==> src/rtl/id_x_stage_reg.sv <==
// ID->X pipeline register: captures decoded fields, inserts bubbles, applies flushes,
// holds on memory stalls and keeps perf counters. Optional macro: LOAD_USE_STALL_EN.
module id_x_stage_reg #(
  parameter int XLEN  = 32,
  parameter int CNT_W = 16
) (
  input  logic             clk,
  input  logic             rst_n,
  input  logic             valid_ID,
  input  logic [XLEN-1:0]  pc_ID,
  input  logic [XLEN-1:0]  inst_ID,
  input  logic [6:0]       opcode_ID,
  input  logic [4:0]       rd_ID,
  input  logic [4:0]       rs1_ID,
  input  logic [4:0]       rs2_ID,
  input  logic             rf_wen_ID,
  input  logic [XLEN-1:0]  rs1_data_ID,
  input  logic [XLEN-1:0]  rs2_data_ID,
  input  logic             stall_mem,
  input  logic             flush_X,
  output logic             valid_X,
  output logic [XLEN-1:0]  pc_X,
  output logic [XLEN-1:0]  inst_X,
  output logic [6:0]       opcode_X,
  output logic [4:0]       rd_X,
  output logic [4:0]       rs1_X,
  output logic [4:0]       rs2_X,
  output logic             rf_wen_X,
  output logic [XLEN-1:0]  rs1_data_X,
  output logic [XLEN-1:0]  rs2_data_X,
  output logic             stall_ID,
  output logic [1:0]       state_X,
  output logic [CNT_W-1:0] stall_cnt,
  output logic [CNT_W-1:0] bubble_cnt,
  output logic [CNT_W-1:0] flush_cnt
);

  typedef enum logic [1:0] {
    RUN    = 2'd0,
    HOLD   = 2'd1,
    BUBBLE = 2'd2
  } state_t;

  localparam logic [XLEN-1:0] NOP_INST = XLEN'(32'h0000_0013);
  localparam logic [6:0]      OP_NOP   = 7'h13;
  localparam logic [6:0]      OP_LOAD  = 7'h03;

  state_t state;
  logic   flush_pend;
  logic   flush_any;
  logic   load_use;

  function automatic logic [CNT_W-1:0] sat_inc(input logic [CNT_W-1:0] c);
    return (&c) ? c : c + CNT_W'(1);
  endfunction

  assign flush_any = flush_X | flush_pend;

`ifdef LOAD_USE_STALL_EN
  assign load_use = valid_X & rf_wen_X & (opcode_X == OP_LOAD) & (rd_X != 5'd0) &
                    valid_ID & ((rd_X == rs1_ID) | (rd_X == rs2_ID));
`else
  assign load_use = 1'b0;
`endif

  // A flush kills the ID instruction upstream, so it never needs to be held.
  assign stall_ID = stall_mem | (load_use & ~flush_any);
  assign state_X  = state;

  always_ff @(posedge clk) begin
    if (!rst_n) begin
      valid_X    <= 1'b0;
      pc_X       <= '0;
      inst_X     <= NOP_INST;
      opcode_X   <= OP_NOP;
      rd_X       <= '0;
      rs1_X      <= '0;
      rs2_X      <= '0;
      rf_wen_X   <= 1'b0;
      rs1_data_X <= '0;
      rs2_data_X <= '0;
      state      <= RUN;
      flush_pend <= 1'b0;
      stall_cnt  <= '0;
      flush_cnt  <= '0;
    end else if (stall_mem) begin
      state     <= HOLD;
      stall_cnt <= sat_inc(stall_cnt);
      if (flush_X) flush_pend <= 1'b1;
    end else if (flush_any) begin
      valid_X    <= 1'b0;
      inst_X     <= NOP_INST;
      opcode_X   <= OP_NOP;
      rd_X       <= '0;
      rf_wen_X   <= 1'b0;
      flush_pend <= 1'b0;
      flush_cnt  <= sat_inc(flush_cnt);
      state      <= RUN;
    end else if (load_use) begin
      valid_X  <= 1'b0;
      inst_X   <= NOP_INST;
      opcode_X <= OP_NOP;
      rd_X     <= '0;
      rf_wen_X <= 1'b0;
      state    <= BUBBLE;
    end else begin
      valid_X    <= valid_ID;
      pc_X       <= pc_ID;
      inst_X     <= inst_ID;
      opcode_X   <= opcode_ID;
      rd_X       <= rd_ID;
      rs1_X      <= rs1_ID;
      rs2_X      <= rs2_ID;
      rf_wen_X   <= rf_wen_ID;
      rs1_data_X <= rs1_data_ID;
      rs2_data_X <= rs2_data_ID;
      state      <= RUN;
    end
  end

`ifdef LOAD_USE_STALL_EN
  // Counts only bubbles actually inserted; a same-cycle flush takes precedence.
  always_ff @(posedge clk) begin
    if (!rst_n)
      bubble_cnt <= '0;
    else if (!stall_mem && !flush_any && load_use)
      bubble_cnt <= sat_inc(bubble_cnt);
  end
`else
  assign bubble_cnt = '0;
`endif

endmodule

==> config.mk <==
export PLATFORM = sky130hd
export DESIGN_NAME = id_x_stage_reg
export DESIGN_NICKNAME = d
export VERILOG_FILES = /design/src/rtl/id_x_stage_reg.sv
export SDC_FILE = /design/constraint.sdc
export NUM_CORES = 1
export LEC_CHECK = 0
export ABC_AREA = 1
export ABC_CLOCK_PERIOD_IN_PS = 1400
export CORE_ASPECT_RATIO = 0.75
export CORE_MARGIN = 2
export CORE_UTILIZATION = 36
export CTS_BUF_LIST = sky130_fd_sc_hd__clkbuf_16
export DETAILED_ROUTE_END_ITERATION = 12
export PLACE_DENSITY = 0.88
export SLEW_MARGIN = 5
export SYNTH_ARGS = -nofsm -noshare
export SYNTH_HDL_FRONTEND = slang
export SYNTH_SLANG_ARGS = --single-unit
==> constraint.sdc <==
create_clock -name clk -period 1.4 [get_ports clk]
set_input_delay 0.14 -clock clk [delete_from_list [all_inputs] [get_ports clk]]
set_output_delay 0.14 -clock clk [all_outputs]
set_load 0.03 [all_outputs]
# Yosys cells after proc, flatten, opt, wreduce, memory -nomap -nowiden
# Index checks and enable logic that the tools add are counted.
# totals
latch_bits	0
n_memories	0
register_bits	187
wordCells	38
rom_bits	0
input_bits	156
mem_bits_rw	0
# op_classes
div_mod_pow	0
n_eq_ne	1
multipliers	0
bitwise_logic	5
shifts	0
n_lt_le_gt_ge	0
add_sub_neg	2
reduce_logical	7
n_mux	9
# ops
cell	count
adder 16 x 1 -> 16 bit, second input constant	2
2-to-1 mux 32 bit	1
AND reduction 16 bit	2
2-to-1 mux 7 bit	1
2-to-1 mux 1 bit	6
AND reduction 2 bit	3
2-to-1 mux 5 bit	1
NOT 1 bit	4
AND reduction 3 bit	1
inequality test 2 x 1 -> 1 bit, second input constant	1
nonzero test 2 bit	1
bitwise OR 1 bit	1

# Logic depth before layout (Yosys ltp)
# Gate-level depths: netlist (run 1).
# depth
ltp_word	3
depth_mapped	10
ltp_nobuf	10

# Worst setup path before layout (run 1)
# OpenSTA, ideal clock, no wires.
# synth_path
path_type	register to register
start	reg flush_cnt[0]
end	reg flush_cnt[0]
t_arrival_ns	1.554
path_slack_ns	-0.270
required_time_ns	1.284
period_less_slack_ns	1.670
n_path_buf	1
path_stages_with_launch	10
cell_sequence	dfxtp_1 ha_1 nand2_1 nor2_1 nand2_2 nor2_4 nor2_4 buf_6 nor2_1 nor2_1
# synth_via
elab_chain_cells	3
word_cells_on_any_way	4
# synth_rtl
element	line	rtl
from (decl)	35	output logic [CNT_W-1:0] flush_cnt
from (signal assigned)	97	flush_cnt <= sat_inc(flush_cnt);
branches (longest 3 deep; another with adder 16 x 1 -> 16 bit)	n/a	
# Several ways; the timed one is not identified.
# A chain may end at the register's enable or synchronous reset.

# Worst setup path in the final report (run 1)
# layout_path
start	reg flush_cnt[2]
end	out flush_cnt[2]
# No word-level cell between the ends.

==> results of run 1 <==
## repair_timing
action	in CTS	in global routing
endpoints found under the hold margin	0	0
setup endpoints to repair	198	82
resized for setup	202	50
pin swaps	2	12
cloned	0	2
setup buffers	0	6
## metrics by stage
step | hold slack, ps | setup WS, ps | TNS [ps]
2_1_floorplan | 276 | 3.35 | 0
3_3_place_gp | 444 | -277 | -33420
3_5_place_dp | 453 | -287 | -35860
4_1_cts | 228 | 0.837 | 0
5_1_grt | 249 | -68.5 | -1190
6_report | 248 | 23.6 | 0
## cell type report
class                      count  area (sq um)
fill                        1744          7940
clock inverter                15           139
timing repair buffer         376          3550
multi-input combinational    618          3120
tap                          253           317
clock buffer                  17           425
inverter                      33           126
sequential                   186          3770
## logic make-up (layout without fill, tap and decap cells)
logic type / after synthesis / count (layout) / share of synthesized area (%)
compound gates: 176 / 176 / 15.6
xor+xnor: 5 / 5 / 0.613
buf+inv: 105 / 441 / 7.25
flops: 186 / 186 / 52.1
other cells: 1 / 17 / 0.0525
fa+ha+maj: 2 / 2 / 0.350
simple gates: 416 / 418 / 24.0
## report_power, final
| part | internal [uW] | total, uW | switching [uW] |
|---|---|---|---|
| Clock | 2340 | 4630 | 2280 |
| Sequential | 5550 | 5690 | 137 |
| Combinational | 915 | 2190 | 1270 |
## registers in the layout, indices dropped and copies added, names as in the netlist
| signal | cells |
|---|---|
| rf_wen_X | 1 |
| pc_X | 32 |
| rs2_data_X | 32 |
| state_X | 1 |
| rs2_X | 5 |
| flush_cnt | 16 |
| inst_X | 32 |
| opcode_X | 7 |
| stall_cnt | 16 |
| rd_X | 5 |
| rs1_X | 5 |
| valid_X | 1 |
| flush_pend | 1 |
| rs1_data_X | 32 |
## worst paths after layout
check                     from       endpoint  cells past startpoint
hold reg to reg     inst_X[29]     inst_X[29]                      1
setup / recovery  flush_cnt[2]   flush_cnt[2]                      1
hold / removal           rst_n     flush_pend                      4
setup reg to reg  flush_cnt[1]  flush_cnt[14]                      9
## layout by cell type, fill, tap and decap left out, types with 5 or more instances in the layout
cell	n
nor2_1	267
dlygate4sd2_1	162
dfxtp_1	159
clkdlybuf4s50_1	154
o21ai_0	109
nand2_1	85
a32o_1	40
inv_1	29
buf_4	29
dfxtp_2	21
nand3_1	18
conb_1	17
clkbuf_16	17
a21oi_1	14
clkdlybuf4s15_1	14
nor2_4	11
nand2_2	10
nor2_2	7
buf_12	7
o32a_1	6
dfxtp_4	6
nand4_1	5
## synthesized netlist by cell type (5+ instances only)
cell and count:
a32o_1 40, o21ai_0 111, dfxtp_1 186, nand2_1 88
nand2_2 9, buf_4 18, a21oi_1 17, buf_2 33
nand4_1 5, nor2_4 6, o32a_1 6, inv_1 28
clkbuf_1 18, nand3_1 21, nor2_1 275, inv_2 5
## routing by layer
| layer | vias to the layer above | track usage (%) | routed length, um |
|---|---|---|---|
| met3 | 48 | 6.35 | 1930 |
| met2 | 301 | 37.3 | 11400 |
| met5 | - | 0 | 0 |
| li1 | 3584 | - | - |
| met1 | 3367 | 24.3 | 9280 |
| met4 | 0 | 7.56 | 597 |
==> summary.md, run 1 <==
| Metric | Value |
|---|---|
| GPL Wtd Cong | `0.839` |
| Routed WL | `23200 um` |
| Fin area | `between 10000 and 15000 sq um` |
| Share of layout cells above drive strength 1 | `around an eighth` |
| Clk sinks | `186` |
| Number of synthesized flops with an enable pin | `0` |
| Crit. End Element | `output port` |
| Post-synthesis cell area | `7140 sq um` |
| Antenna Nets Post-Route | `0` |
| Hold-fix buffers at CTS | `0` |
| Avg Cell Area, Syn | `approximately 8 sq um` |
| H-Tree Depth | `4` |
| DRC | `0` |
| Main synth FF type | `dfxtp_1` |
| GRT Total Usage | `21.1%` |
| Die width | `between 150 and 200 um` |
| #FFs+latches synth | `186` |
| PortBufs | `341` |
| Synth warn | `0` |
| Worst setup path class | `flip-flop to output port` |
| Vias in the first global route | `7007` |
| I/O pin count | `359` |
| Final core occ | `between 50% and 60%` |
| Synthesized netlist cell count | `891` |
| Critical path required time | `1260 ps` |
| Critical Path Start Type | `flip-flop` |
| Synth area leader | `dfxtp_1` |
| Crit-path max cell delay | `420 ps` |
| Area after DPL | `10900 sq um` |
| Site Rows | `44` |
| Yosys cell types | `30` |
| Diode count | `0` |
| Dpl hpwl | `16800 um` |
| WP buf/inv | `1` |
| RSZ-0062 raised after global routing | `true` |
| Register-to-register setup slack | `40 ps` |
| First-pass GRT wire length | `35800 um` |
| Die area | `21000 sq um` |
| First-pass DRT Iterations | `5` |
| Register area share after synthesis | `52.1%` |
| Post-DR vias/cell | `4.87` |
| Top-area cell type share of the netlist area | `52.1%` |
| Area grow syn2layout | `60.2%` |
| Fin. Hold Viols | `0` |
| TritonCTS buffer count | `17` |
| Critical Path Fanout Max | `5` |
| Final #Nets | `1390` |
| Largest net degree at the start of global routing | `between 80 and 90` |
| Clock latency on the worst-skew pair | `430 ps` |
| Outcome | `complete, no violations` |
| Largest cells by area after synthesis | `dfxtp_1 (52%), nor2_1 (14%), o21ai_0 (7.8%), a32o_1 (5.6%), nand2_1 (4.6%)` |
| Critical-path top delay cell | `dlygate4sd2_1` |
| Initial DRC count | `about 460` |
| Vias | `7300` |
| Initial antenna violation count | `0` |
| Leak | `0.00510 uW` |
| Clock root cell | `clkbuf_16` |
| Critical Path AT | `roughly 1200 ps` |
| IR drop worst, VDD | `0.000707 V` |
| Final non-filler cell total | `1498` |
| Fmax achieved | `727 MHz` |
| Async SR Flop Fraction | `0%` |
| Max Slew Vio Count | `0` |
| Die H | `roughly 130 um` |
| Total gr overflow | `0` |
| Power density over cell area | `~1100 nW/um^2` |
| Clock buffer depth | `2` |
| Crit path cell chain | `dlygate4sd2_1` |
| CTS tree | `yes` |
| Worst-path clk slew | `approximately 70 ps` |
| Inst Count DP | `1458` |
| Post-layout minimum cycle time | `1380 ps` |
| Skew final | `roughly 16 ps` |
| Worst hold path type | `primary input to flip-flop` |
| Max_cap viols | `0` |
| Tot Pwr | `12500 uW` |
| Starting density of the core | `36.9%` |
| CP top delay family | `buffers and inverters` |
| Fin crit share | `98.3%` |
| Final setup viols | `0` |
| Wirelength per Cell | `15.5 um` |
| Core Area | `~19000 sq um` |
Note: power is estimated with default switching activity, not from simulation.
==> run 2, diff against run 1 <==
--- a/config.mk
+++ b/config.mk
@@ -6,7 +6,6 @@
 export NUM_CORES = 1
 export LEC_CHECK = 0
 export ABC_AREA = 1
-export ABC_CLOCK_PERIOD_IN_PS = 1400
 export CORE_ASPECT_RATIO = 0.75
 export CORE_MARGIN = 2
 export CORE_UTILIZATION = 36
==> results of run 2 <==
The final DEF is identical to that of run 1; final timing and power are the same.
